[config.mk]
export PLATFORM = sky130hd
export DESIGN_NAME = serial_bit_feeder
export DESIGN_NICKNAME = d
export VERILOG_FILES = /design/src/rtl/ser_pkg.sv /design/src/rtl/ser_parity.sv /design/src/rtl/serial_bit_feeder.sv
export SDC_FILE = /design/constraint.sdc
export NUM_CORES = 1
export LEC_CHECK = 0
export CAP_MARGIN = 10
export CORE_UTILIZATION = 30
export DETAILED_ROUTE_END_ITERATION = 16
export MAX_ROUTING_LAYER = met4
export PLACE_DENSITY = 0.59
export SLEW_MARGIN = 0
export SYNTH_ARGS = -nofsm -noshare
export SYNTH_HDL_FRONTEND = slang
export SYNTH_SLANG_ARGS = --single-unit
[constraint.sdc]
create_clock -name clk -period 2.67 [get_ports clk]
set_clock_uncertainty 0.05 [all_clocks]
set_input_delay 0.534 -clock clk [delete_from_list [all_inputs] [get_ports clk]]
set_output_delay 0.534 -clock clk [all_outputs]
set_load 0.005 [all_outputs]
[src/rtl/ser_pkg.sv]
// rtl/ser_pkg.sv - shared types and constants for the serial bit feeder
//
// Purpose : holds the feeder state encoding and the default payload width.
// Contents: ser_state_t   - IDLE / SHIFT / PARITY state enum
//           SER_DEFAULT_WIDTH - default number of payload bits per word
package ser_pkg;

  localparam int SER_DEFAULT_WIDTH = 8;

  // PARITY is only ever entered when SER_PARITY_EN is defined.
  typedef enum logic [1:0] {
    IDLE   = 2'd0,
    SHIFT  = 2'd1,
    PARITY = 2'd2
  } ser_state_t;

endpackage

[src/rtl/ser_parity.sv]
// rtl/ser_parity.sv - even-parity generator for one payload word
//
// Purpose : combinational XOR reduction of a payload word. Only compiled
//           when SER_PARITY_EN is defined, so the default build carries no
//           parity logic at all.
// Ports   : data   [WIDTH-1:0] in  - payload word
//           parity             out - XOR of all payload bits
`ifdef SER_PARITY_EN
module ser_parity #(
  parameter int WIDTH = 8
) (
  input  logic [WIDTH-1:0] data,
  output logic             parity
);

  assign parity = ^data;

endmodule
`endif

[src/rtl/serial_bit_feeder.sv]
// rtl/serial_bit_feeder.sv - parallel word to registered serial bit stream
//
// Purpose : accepts WIDTH-bit words on a valid/ready handshake and emits them
//           one bit per clock on x/x_valid, MSB or LSB first. Back-to-back
//           words produce a gapless stream.
// Macro   : SER_PARITY_EN - when defined, each word is followed by one even
//           parity bit in state PARITY.
// Ports   : clk                     in  - single clock, rising edge
//           rst                     in  - synchronous active-high reset
//           in_data  [WIDTH-1:0]    in  - parallel word
//           in_valid                in  - in_data is valid
//           in_ready                out - word accepted this cycle if valid
//           x                       out - registered serial bit (0 when idle)
//           x_valid                 out - registered, x carries a real bit
//           busy                    out - state is not IDLE
module serial_bit_feeder
  import ser_pkg::*;
#(
  parameter int WIDTH     = SER_DEFAULT_WIDTH,
  parameter bit MSB_FIRST = 1'b1
) (
  input  logic             clk,
  input  logic             rst,
  input  logic [WIDTH-1:0] in_data,
  input  logic             in_valid,
  output logic             in_ready,
  output logic             x,
  output logic             x_valid,
  output logic             busy
);

  localparam int CW = (WIDTH > 1) ? $clog2(WIDTH) : 1;
  localparam logic [CW-1:0] LAST_CNT = CW'(WIDTH - 1);

  ser_state_t       state_q, state_d;
  logic [CW-1:0]    cnt_q, cnt_d;
  logic [WIDTH-1:0] shreg_q, shreg_d;
  logic             x_q, x_d;
  logic             xv_q, xv_d;
  logic             last_bit;

  // Bit that leaves the word first in the configured order.
  function automatic logic first_bit(input logic [WIDTH-1:0] d);
    return MSB_FIRST ? d[WIDTH-1] : d[0];
  endfunction

  // Word with its first bit consumed, so first_bit() yields the next one.
  function automatic logic [WIDTH-1:0] drop_bit(input logic [WIDTH-1:0] d);
    return MSB_FIRST ? {d[WIDTH-2:0], 1'b0} : {1'b0, d[WIDTH-1:1]};
  endfunction

`ifdef SER_PARITY_EN
  logic parity_q, parity_d;
  logic word_parity;

  ser_parity #(.WIDTH(WIDTH)) u_parity (
    .data   (in_data),
    .parity (word_parity)
  );
`endif

  assign last_bit = (cnt_q == LAST_CNT);
  assign x        = x_q;
  assign x_valid  = xv_q;
  assign busy     = (state_q != IDLE);

  always_ff @(posedge clk) begin
    if (rst) begin
      state_q  <= IDLE;
      cnt_q    <= '0;
      shreg_q  <= '0;
      x_q      <= 1'b0;
      xv_q     <= 1'b0;
`ifdef SER_PARITY_EN
      parity_q <= 1'b0;
`endif
    end else begin
      state_q  <= state_d;
      cnt_q    <= cnt_d;
      shreg_q  <= shreg_d;
      x_q      <= x_d;
      xv_q     <= xv_d;
`ifdef SER_PARITY_EN
      parity_q <= parity_d;
`endif
    end
  end

  // x/x_valid are registered: the next-cycle bit is chosen here, so loading a
  // word presents its first bit directly and the shift register keeps only
  // the remaining bits.
  always_comb begin
    state_d  = state_q;
    cnt_d    = cnt_q;
    shreg_d  = shreg_q;
    x_d      = 1'b0;
    xv_d     = 1'b0;
    in_ready = 1'b0;
`ifdef SER_PARITY_EN
    parity_d = parity_q;
`endif

    case (state_q)
      IDLE: begin
        in_ready = 1'b1;
        cnt_d    = '0;
        if (in_valid) begin
          state_d = SHIFT;
          x_d     = first_bit(in_data);
          xv_d    = 1'b1;
          shreg_d = drop_bit(in_data);
`ifdef SER_PARITY_EN
          parity_d = word_parity;
`endif
        end
      end

      SHIFT: begin
        if (!last_bit) begin
          x_d     = first_bit(shreg_q);
          xv_d    = 1'b1;
          shreg_d = drop_bit(shreg_q);
          cnt_d   = cnt_q + CW'(1);
        end else begin
`ifdef SER_PARITY_EN
          state_d = PARITY;
          x_d     = parity_q;
          xv_d    = 1'b1;
          cnt_d   = '0;
`else
          // Last bit on the wire: a new word may be taken now so its first
          // bit follows with no gap.
          in_ready = 1'b1;
          cnt_d    = '0;
          if (in_valid) begin
            x_d     = first_bit(in_data);
            xv_d    = 1'b1;
            shreg_d = drop_bit(in_data);
          end else begin
            state_d = IDLE;
          end
`endif
        end
      end

`ifdef SER_PARITY_EN
      PARITY: begin
        in_ready = 1'b1;
        cnt_d    = '0;
        if (in_valid) begin
          state_d  = SHIFT;
          x_d      = first_bit(in_data);
          xv_d     = 1'b1;
          shreg_d  = drop_bit(in_data);
          parity_d = word_parity;
        end else begin
          state_d = IDLE;
        end
      end
`endif

      default: begin
        state_d = IDLE;
        cnt_d   = '0;
      end
    endcase

    if (rst) begin
      in_ready = 1'b0;
    end
  end

endmodule

## Word-level counts from Yosys, hierarchy flattened

Index checks and enable logic that the tools add are counted.

| storage, ports and cells | value |
|---|---|
| flip-flop bits (word level) | 15 |
| bits in latches | 0 |
| memory bits (writable) | 0 |
| bits in read-only memories | 0 |
| input bits | 11 |
| output and inout port bits | 4 |
| memories | 0 |

| cells by class | value |
|---|---|
| add/sub/neg operators | 1 |
| multiply operators | 0 |
| div/mod/pow operators | 0 |
| order comparisons | 0 |
| equality and inequality tests | 5 |
| shift operators | 0 |
| mux-type cells | 16 |
| bitwise operators | 1 |
| reductions and logical operators | 5 |

Operator list:

| kind | count |
|---|---|
| $mux W8 | 2 |
| $pmux W8 S2 | 1 |
| $mux W1 | 6 |
| $mux W2 | 3 |
| $ne A2 B2 Y1 const B | 3 |
| $pmux W1 S2 | 3 |
| $pmux W2 S2 | 1 |
| $reduce_bool A2 Y1 | 2 |
| $add A3 B1 Y3 const B | 1 |
| $eq A3 B3 Y1 const B | 1 |
| $reduce_and A3 Y1 | 1 |
| $reduce_or A3 Y1 | 1 |
| $eq A2 B1 Y1 const B | 1 |
| $logic_not A2 Y1 | 1 |
| $not A1 Y1 | 1 |

## Depth between registers and ports, before layout

Gate-level depths: netlist (run 1).

| depth | value |
|---|---|
| word-level depth | 4 |
| gate-level depth with buffers | 6 |

## Worst setup path before layout (run 1)

OpenSTA, ideal clock, no wires.

| path | value |
|---|---|
| path kind | input to output |
| from | input port rst |
| to | output port in_ready |
| data arrival time | 0.879 ns |
| required time | 2.086 ns |
| slack | 1.207 ns |
| stages | 2 |
| buffers on the path | 1 |
| path through | clkbuf_1 -> nor2_1 |

| on the way | value |
|---|---|
| longest elaborated chain between the ends | 1 |

RTL lines:

| item | line | source |
|---|---|---|
| start: declaration | serial_bit_feeder.sv:23 | `input logic rst,` |
| $mux W1 | serial_bit_feeder.sv:168 | `if (rst) begin` |
| end: declaration | serial_bit_feeder.sv:26 | `output logic in_ready,` |

Every way passes these cells.

## Worst setup path in the final report (run 1)

| path | value |
|---|---|
| from | register cnt_q[0] |
| to | output port in_ready |

| on the way | value |
|---|---|
| longest elaborated chain between the ends | 4 |

RTL lines:

| item | line | source |
|---|---|---|
| start: declaration | serial_bit_feeder.sv:36 | `logic [CW-1:0] cnt_q, cnt_d;` |
| start signal: assignment | serial_bit_feeder.sv:79 | `cnt_q <= cnt_d;` |
| $eq A3 B3 Y1 | serial_bit_feeder.sv:62 | `assign last_bit = (cnt_q == LAST_CNT);` |
| $mux W1 | serial_bit_feeder.sv:119 | `if (!last_bit) begin` |
| $pmux W1 S2 | serial_bit_feeder.sv:103 | `case (state_q)` |
| $mux W1 | serial_bit_feeder.sv:168 |  |

Every way passes these cells.

==> flow_metrics.tcl, run 1 <==
set metrics [dict create \
    post-route-cell-area_um2 773 \
    fin_util 0.438 \
    clock-sinks 14 \
    power_uw 440 \
    grt_max_degree 16 \
    synth_area_um2 581 \
    drc_errors 0 \
    synth.ff_latch_count 14 \
    grt_pass1_vias 406 \
    fillCellCount 203 \
    h-tree-depth 1 \
    worstPathArrival_ns 1.64 \
    area_growth_pct 33.2 \
    nets 89 \
    grt-ovfl-total 0 \
    critPathCaptureType "output pin" \
    clock.fmax_mhz 449 \
    dp_hpwl_um 677 \
    die_h_um 46.0 \
    synthCells 58 \
    antenna_found_initial 0 \
    grt_pass1_wl_um 1630 \
    wl_met1_um 480 \
    slew_headroom 0.635 \
    synth_common_cells "dfxtp_1 (14), nor2_1 (13), a211oi_1 (7), mux2i_1 (7), ha_1 (3)" \
    tightest_slew_ns 0.546 \
    fp-row-count 15 \
    leakagePower_nw 0.331 \
    synthesis.nets 72 \
    hold_viol_final 0 \
    seqCellArea_um2 280 \
    cts_hold_buf 0 \
    dr_wl_met3_um 83 \
    crit_fanout 2 \
    gp_congestion 0.663 \
    grt.total_usage 0.117 \
    diodes 0 \
    cts_buffer_depth 2 \
    synthFlopType "dfxtp_1" \
    max_cap_viol_count 0 \
    cts_buffers 3 \
    die_area_mm2 0.00212 \
    routed.top_layer "met4" \
    slowest_delay_ns 0.44 \
    clockRootBuffer "clkbuf_4" \
    drtIter0Drc 2 \
    yosys_warnings 0 \
    first_pass_iters 4 \
    worstSetupPathType "register to output pin" \
    critPathLaunchType "register" \
    clk_pin_slew_worst_paths_ns 0.08 \
    ys_seq_area_frac 0.483 \
    setup_violations 0 \
    tns_ns 0 \
    core_area_mm2 0.00176 \
    clock_latency_ns 0.28 \
    fin_crit_ns 2.22 \
    grt_setup_unrepaired "no" \
    syn_avg_cell_area_um2 10.0 \
    peakVddDrop_mv 0.434 \
    port_buffers 14 \
    wirelength_um 981 \
    finalMaxSlewViolations 0 \
    synth.top_cells.by_area "dfxtp_1 (48%), mux2i_1 (12%), a211oi_1 (9.1%)" \
    synthArstFlopShare 0 \
    critical_path.cell_chain "ha_1 > ha_1 > nor2b_1 > nor2_1 > clkdlybuf4s50_1" \
    vias_per_cell 4.55 \
    hold_path.class "register to register" \
    period_share 0.833 \
    vias 450 \
    cp_data_required_time_ns 2.09 \
    layoutNonFillerInstCount 99 \
    synth-edff-count 0 \
    yosysTopAreaCellShare 0.483 \
    wl_per_cell_um 9.91 \
    drtAntennaViolNets 0 \
    p_per_area_mw_per_mm2 569 \
    synth_area_leader_cell "dfxtp_1" \
    cts_tree "done" \
    placed_cell_area_um2 737 \
    die_x_um 46.0 \
    outcome "finished clean" \
    multi_input_area_um2 278 \
    placed_cells 95 \
    drive_above_1_share 0.0811 \
    synth.most_common_cell "dfxtp_1" \
    met2_length_um 410 \
    cp_common_cell "ha_1" \
    synth.distinct_cells 18 \
    pin_count 15 \
    post-cts-setup-buffer-count 0 \
    cts_resized 0 \
    start_util 0.329 \
    slowest_stage "clkdlybuf4s50_1" \
]
-- routing by layer --
metal  vias up  track usage
li1        235            -
met1       199        0.127
met2        13        0.177
met3         3       0.0714
met4         0       0.0353
met5         -            -
-- report_power, final --
group / total [mW] / internal, mW / switching (mW)
combinational: 0.0596 / 0.0350 / 0.0246
sequential: 0.228 / 0.222 / 0.00641
clock: 0.152 / 0.0829 / 0.0691
total: 0.440 / 0.340 / 0.100
-- flip-flops by register name, indices dropped and copies added (netlist names) --
register / count
cnt_q: 3
shreg_q: 8
state_q: 1
x: 1
x_valid: 1
-- cell type report --
type / count / area share
Clock buffer: 4 / 0.0469
Timing Repair Buffer: 15 / 0.191
Multi-Input combinational cell: 41 / 0.359
Sequential cell: 14 / 0.362
Tap cell: 25 / 0.0405
-- path summary, 6_finish.rpt --
| check | start | to | slack, ns | cells past startpoint |
|---|---|---|---|---|
| worst min register to register | cnt_q[0]$_SDFF_PP0_ | cnt_q[0]$_SDFF_PP0_ | 0.38 | 1 |
| worst max register to register | cnt_q[0]$_SDFF_PP0_ | shreg_q[1]$_SDFF_PP0_ | 1.24 | 5 |
| worst min-delay path | cnt_q[0]$_SDFF_PP0_ | cnt_q[0]$_SDFF_PP0_ | 0.38 | 1 |
| worst max-delay path | cnt_q[0]$_SDFF_PP0_ | in_ready | 0.45 | 5 |
-- critical path: cells and delay by family (launching register included) --
family	cells	cell delay, ns
buffers and inverters	1	0.44
adders and majority gates	2	0.41
and+or+nand+nor	2	0.20
DFF	1	0.32
-- metrics by stage --
stage / hold WS (ns) / setup slack [ns]
6_report: 0.383 / 0.445
5_1_grt: 0.418 / 0.314
4_1_cts: 0.390 / 0.422
3_5_place_dp: 0.375 / 0.521
3_3_place_gp: 0.368 / 0.515
2_1_floorplan: 0.356 / 1.21
-- kinds of logic (layout without fill, tap and decap cells) --
kind of cell | Yosys count | in the layout | share of synthesized area
compound gates | 8 | 8 | 0.0991
fa+ha+maj | 3 | 3 | 0.0647
buf+inv | 3 | 19 | 0.0388
flops | 14 | 14 | 0.483
mux | 7 | 7 | 0.121
simple gates | 23 | 23 | 0.194
-- placed cells by master (no fill, tap or decap) --
master	count
ha_1	3
a211oi_1	7
nor2b_1	1
a21oi_1	1
nand2b_2	1
clkbuf_8	1
and2_1	2
nand2_1	1
dfxtp_1	14
nor4b_1	1
clkdlybuf4s50_1	14
mux2i_1	7
nor2_1	13
clkbuf_4	3
and2b_1	1
nand2b_1	1
buf_4	1
nand3_1	1
nor3_1	1
(Power assumes the default switching activity.)
==> run 2, diff against run 1 <==
clock period = 2.3 ns   (was 2.67 ns; I/O delays follow)
==> run 2 against run 1 <==
Sequential share of layout area did not move. Cell area did not move. Count of clock-buffer cells in the layout did not move. First-iteration DRC count did not move. Non-clock buffer count did not move. Worst hold slack improved by 0.0031 ns. Worst setup slack got worse by 0.29 ns. Core utilization did not move. Routed wire length fell by 0.31%. Final cell count did not move. Via count fell by 1.8%. Clock power rose by 13%.
==> flow_metrics.tcl, run 2 (synthesized netlist as in run 1, its figures left out) <==
set metrics [dict create \
    nets 89 \
    cts_hold_buf 0 \
    tightest_slew_ns 0.539 \
    first_pass_iters 2 \
    cp_data_required_time_ns 1.79 \
    peakVddDrop_mv 0.371 \
    drive_above_1_share 0.0811 \
    grt-ovfl-total 0 \
    diodes 0 \
    drc_errors 0 \
    worstPathArrival_ns 1.64 \
    die_x_um 46.0 \
    antenna_found_initial 0 \
    worstSetupPathType "register to output pin" \
    top_register "shreg_q" \
    die_area_mm2 0.00212 \
    fp-row-count 15 \
    vias_per_cell 4.46 \
    clockRootBuffer "clkbuf_4" \
    port_buffers 14 \
    cts_resized 0 \
    drtAntennaViolNets 0 \
    hold_path.class "register to register" \
    wirelength_um 978 \
    cts_buffers 3 \
    grt_max_degree 16 \
    hold_ws_ns 0.386 \
    top_regs "shreg_q: 8 flops, cnt_q: 3 flops" \
    grt.total_usage 0.116 \
    outcome "finished clean" \
    critical_path.cell_chain "ha_1 > ha_1 > nor2b_1 > nor2_1 > clkdlybuf4s50_1" \
    clock-sinks 14 \
    gp_congestion 0.664 \
    pin_count 15 \
    critPathLaunchType "register" \
    cp_common_cell "ha_1" \
    clock.fmax_mhz 465 \
    slowest_stage "clkdlybuf4s50_1" \
    grt_setup_unrepaired "no" \
    slew_headroom 0.640 \
    start_util 0.329 \
    seqCellArea_um2 280 \
    largest_reg_flops 8 \
    finalMaxSlewViolations 0 \
    critPathCaptureType "output pin" \
    p_per_area_mw_per_mm2 655 \
    core_area_mm2 0.00176 \
    grt_pass1_vias 407 \
    dp_hpwl_um 699 \
    tns_ns 0 \
    cts_tree "done" \
    area_growth_pct 33.2 \
    crit_family "buffers and inverters" \
    crit_fanout 2 \
    cts_buffer_depth 2 \
    die_h_um 46.0 \
    clk_pin_slew_worst_paths_ns 0.08 \
    hold_viol_final 0 \
    layout_common_cells "dfxtp_1 (14), clkdlybuf4s50_1 (14), nor2_1 (13)" \
    post-cts-setup-buffer-count 0 \
    wl_per_cell_um 9.88 \
    setup_violations 0 \
    leakagePower_nw 0.331 \
    clock_latency_ns 0.28 \
    slowest_delay_ns 0.44 \
    fillCellCount 197 \
    multi_input_area_um2 278 \
    grt_pass1_wl_um 1660 \
    h-tree-depth 1 \
    vias 442 \
    fin_crit_ns 2.15 \
    period_share 0.935 \
    max_cap_viol_count 0 \
    cp_num_buf_inv 1 \
    drtIter0Drc 2 \
]
==> run 2: cell counts in the layout (fill, tap and decap cells not counted) <==
No cell type changed its count.
==> run 2: where the power goes <==
part	internal, mW	switching, mW
logic	0.0406	0.0285
registers	0.258	0.00759
clock network	0.0963	0.0761
==> run 2: path summary, 6_finish.rpt <==
kind / startpoint / end / slack (ns) / cells past startpoint
worst max-delay path: cnt_q[0]$_SDFF_PP0_ / in_ready / 0.15 / 5
worst max register to register: cnt_q[0]$_SDFF_PP0_ / shreg_q[3]$_SDFF_PP0_ / 0.86 / 4
worst min register to register: cnt_q[0]$_SDFF_PP0_ / cnt_q[0]$_SDFF_PP0_ / 0.39 / 1
worst min-delay path: cnt_q[0]$_SDFF_PP0_ / cnt_q[0]$_SDFF_PP0_ / 0.39 / 1
==> run 2: final cells by class <==
type,count,area share
flip-flops and latches,14,0.362
multi-input cells,41,0.359
repair buffers,15,0.191
clock buffers,4,0.0469
well taps,25,0.0405
==> run 2: worst reg2reg max path, stage by stage, from the launching register on <==
cell and delay (ns):
dfxtp_1 0.32, ha_1 0.21, ha_1 0.20, nand2b_2 0.30, a211oi_1 0.27
==> run 2: through the flow <==
step | total power [mW] | util | area (um2) | setup WS, ns | cells
finish | 0.507 | 0.438 | 773 | 0.151 | 99
global placement | 0.341 | 0.418 | 737 | 0.296 | 95
detailed placement | 0.341 | 0.418 | 737 | 0.297 | 95
CTS | 0.516 | 0.438 | 773 | 0.119 | 99
floorplan | 0.308 | - | 581 | 0.921 | 58
global route | 0.535 | 0.438 | 773 | 0.0325 | 99
==> run 2: metal layers <==
layer,track usage,up-vias,share of wire
li1,-,236,-
met1,0.132,195,0.49
met2,0.183,11,0.44
met3,0.0595,0,0.067
met4,0.0176,0,0
met5,-,-,0
==> run 3, diff against run 2 <==
CORE_MARGIN = 8   (was default)
==> run 3 against run 2 <==
Sequential share of layout area grew 0.54 points. Core utilization fell by 3.8 points. Final cell count rose by 1.0%. Count of clock-buffer cells in the layout decreased by 1. Power shrank 8.3%. Clock power shrank 24%. Sequential power about the same. Critical endpoint unchanged.
==> flow_metrics.tcl, run 3 (synthesized netlist as in run 1, its figures left out) <==
set metrics [dict create \
    crit_fanout 2 \
    cts_resized 0 \
    placed_cells 97 \
    wl_met1_um 472 \
    cp_common_cell "ha_1" \
    cts_hold_buf 0 \
    worst_slack_ns 0.155 \
    drive_above_1_share 0.0685 \
    diodes 0 \
    period_share 0.933 \
    setup_violations 0 \
    top_register "shreg_q" \
    hold_viol_final 0 \
    cp_data_required_time_ns 1.79 \
    finalMaxSlewViolations 0 \
    grt_pass1_wl_um 1880 \
    grt_max_degree 16 \
    die_x_um 60.0 \
    layoutNonFillerInstCount 100 \
    fin_util 0.401 \
    die_h_um 60.0 \
    cts_buffers 3 \
    clock_latency_ns 0.26 \
    clk_pin_slew_worst_paths_ns 0.08 \
    fp-row-count 16 \
    fillCellCount 210 \
    port_buffers 14 \
    wl_per_cell_um 11.2 \
    pin_count 15 \
    antenna_found_initial 0 \
    drtIter0Drc 3 \
    gp_congestion 0.697 \
    post-cts-setup-buffer-count 0 \
    grt-ovfl-total 0 \
    critPathCaptureType "output pin" \
    start_util 0.305 \
    wirelength_um 1120 \
    hp-start "cnt_q[0]$_SDFF_PP0_" \
    slew_headroom 0.640 \
    routed.top_layer "met4" \
    worstRegToRegCells 5 \
    peakVddDrop_mv 0.239 \
    vias 446 \
    clock.fmax_mhz 466 \
    slowest_delay_ns 0.44 \
    max_cap_viol_count 0 \
    clock-sinks 14 \
    clockRootBuffer "clkbuf_4" \
    critical_path.cell_chain "ha_1 > ha_1 > nor2b_1 > nor2_1 > clkdlybuf4s50_1" \
    nets 89 \
    area_growth_pct 31.2 \
    r2r_slack_ns 0.86 \
    layout_common_cells "dfxtp_1 (14), clkdlybuf4s50_1 (14), nor2_1 (13)" \
    grt_pass1_vias 455 \
    hold_path_end "cnt_q[0]$_SDFF_PP0_" \
    largest_reg_flops 8 \
    worstPathArrival_ns 1.63 \
    critPathLaunchType "register" \
    cp_num_buf_inv 1 \
    first_pass_iters 4 \
    tightest_slew_ns 0.539 \
    dr_wl_met3_um 78 \
    cts_tree "done" \
    die_area_mm2 0.00360 \
    grt.total_usage 0.0708 \
    core_area_mm2 0.00190 \
    worstSetupPathType "register to output pin" \
    vias_per_cell 4.46 \
    pre_cts_ws_ns 0.249 \
    h-tree-depth 1 \
    dp_hpwl_um 810 \
    grt_setup_unrepaired "no" \
    regToRegStartpoint "cnt_q[0]$_SDFF_PP0_" \
    drtAntennaViolNets 0 \
    crit-reg2reg-capture "shreg_q[1]$_SDFF_PP0_" \
    slowest_stage "clkdlybuf4s50_1" \
    p_per_area_mw_per_mm2 609 \
    hold_path.class "register to register" \
    cts_buffer_depth 2 \
    outcome "finished clean" \
    tns_ns 0 \
    crit_family "buffers and inverters" \
    drc_errors 0 \
    hold_depth 1 \
    fin_crit_ns 2.14 \
    met2_length_um 539 \
    top_regs "shreg_q: 8 flops, cnt_q: 3 flops" \
    leakagePower_nw 0.324 \
]
-- run 3: cell count changes in the layout (fill, tap and decap cells not counted), sizes merged --
cell    before  now
clkbuf       4    3
-- run 3: stage by stage --
stage	hold WS [ns]	total power [mW]	cell area (um2)
finish	0.394	0.464	762
global route	0.423	0.492	762
CTS	0.397	0.471	762
detailed placement	0.379	0.341	739
global placement	0.373	0.341	739
floorplan	0.356	0.308	581
-- run 3: metal layers --
layer  vias up  track usage
li1        235            -
met5         -            -
met2        10        0.114
met4         0       0.0510
met3         2       0.0215
met1       199       0.0716
-- run 3: how the worst max path moves through the flow --
stage	cells after the start	start	end	slack (ns)
2_1_floorplan	4	cnt_q[0]$_SDFF_PP0_	in_ready	0.92
3_3_place_gp	3	rst	in_ready	0.25
5_1_grt	5	cnt_q[0]$_SDFF_PP0_	in_ready	0.02
4_1_cts	5	cnt_q[0]$_SDFF_PP0_	in_ready	0.13
6_report	5	cnt_q[0]$_SDFF_PP0_	in_ready	0.16
3_5_place_dp	3	rst	in_ready	0.25
-- run 3: power breakdown --
part	total, mW	internal [mW]	switching [mW]
combinational	0.0695	0.0406	0.0289
clock	0.130	0.0604	0.0692
sequential	0.265	0.258	0.00776
-- run 3: final cells by class --
cell class | count | area [um2] | share of cell area
repair buffers | 15 | 148 | 0.194
clock buffers | 3 | 22.5 | 0.0296
flip-flops and latches | 14 | 280 | 0.368
multi-input cells | 41 | 278 | 0.365
well taps | 27 | 33.8 | 0.0443
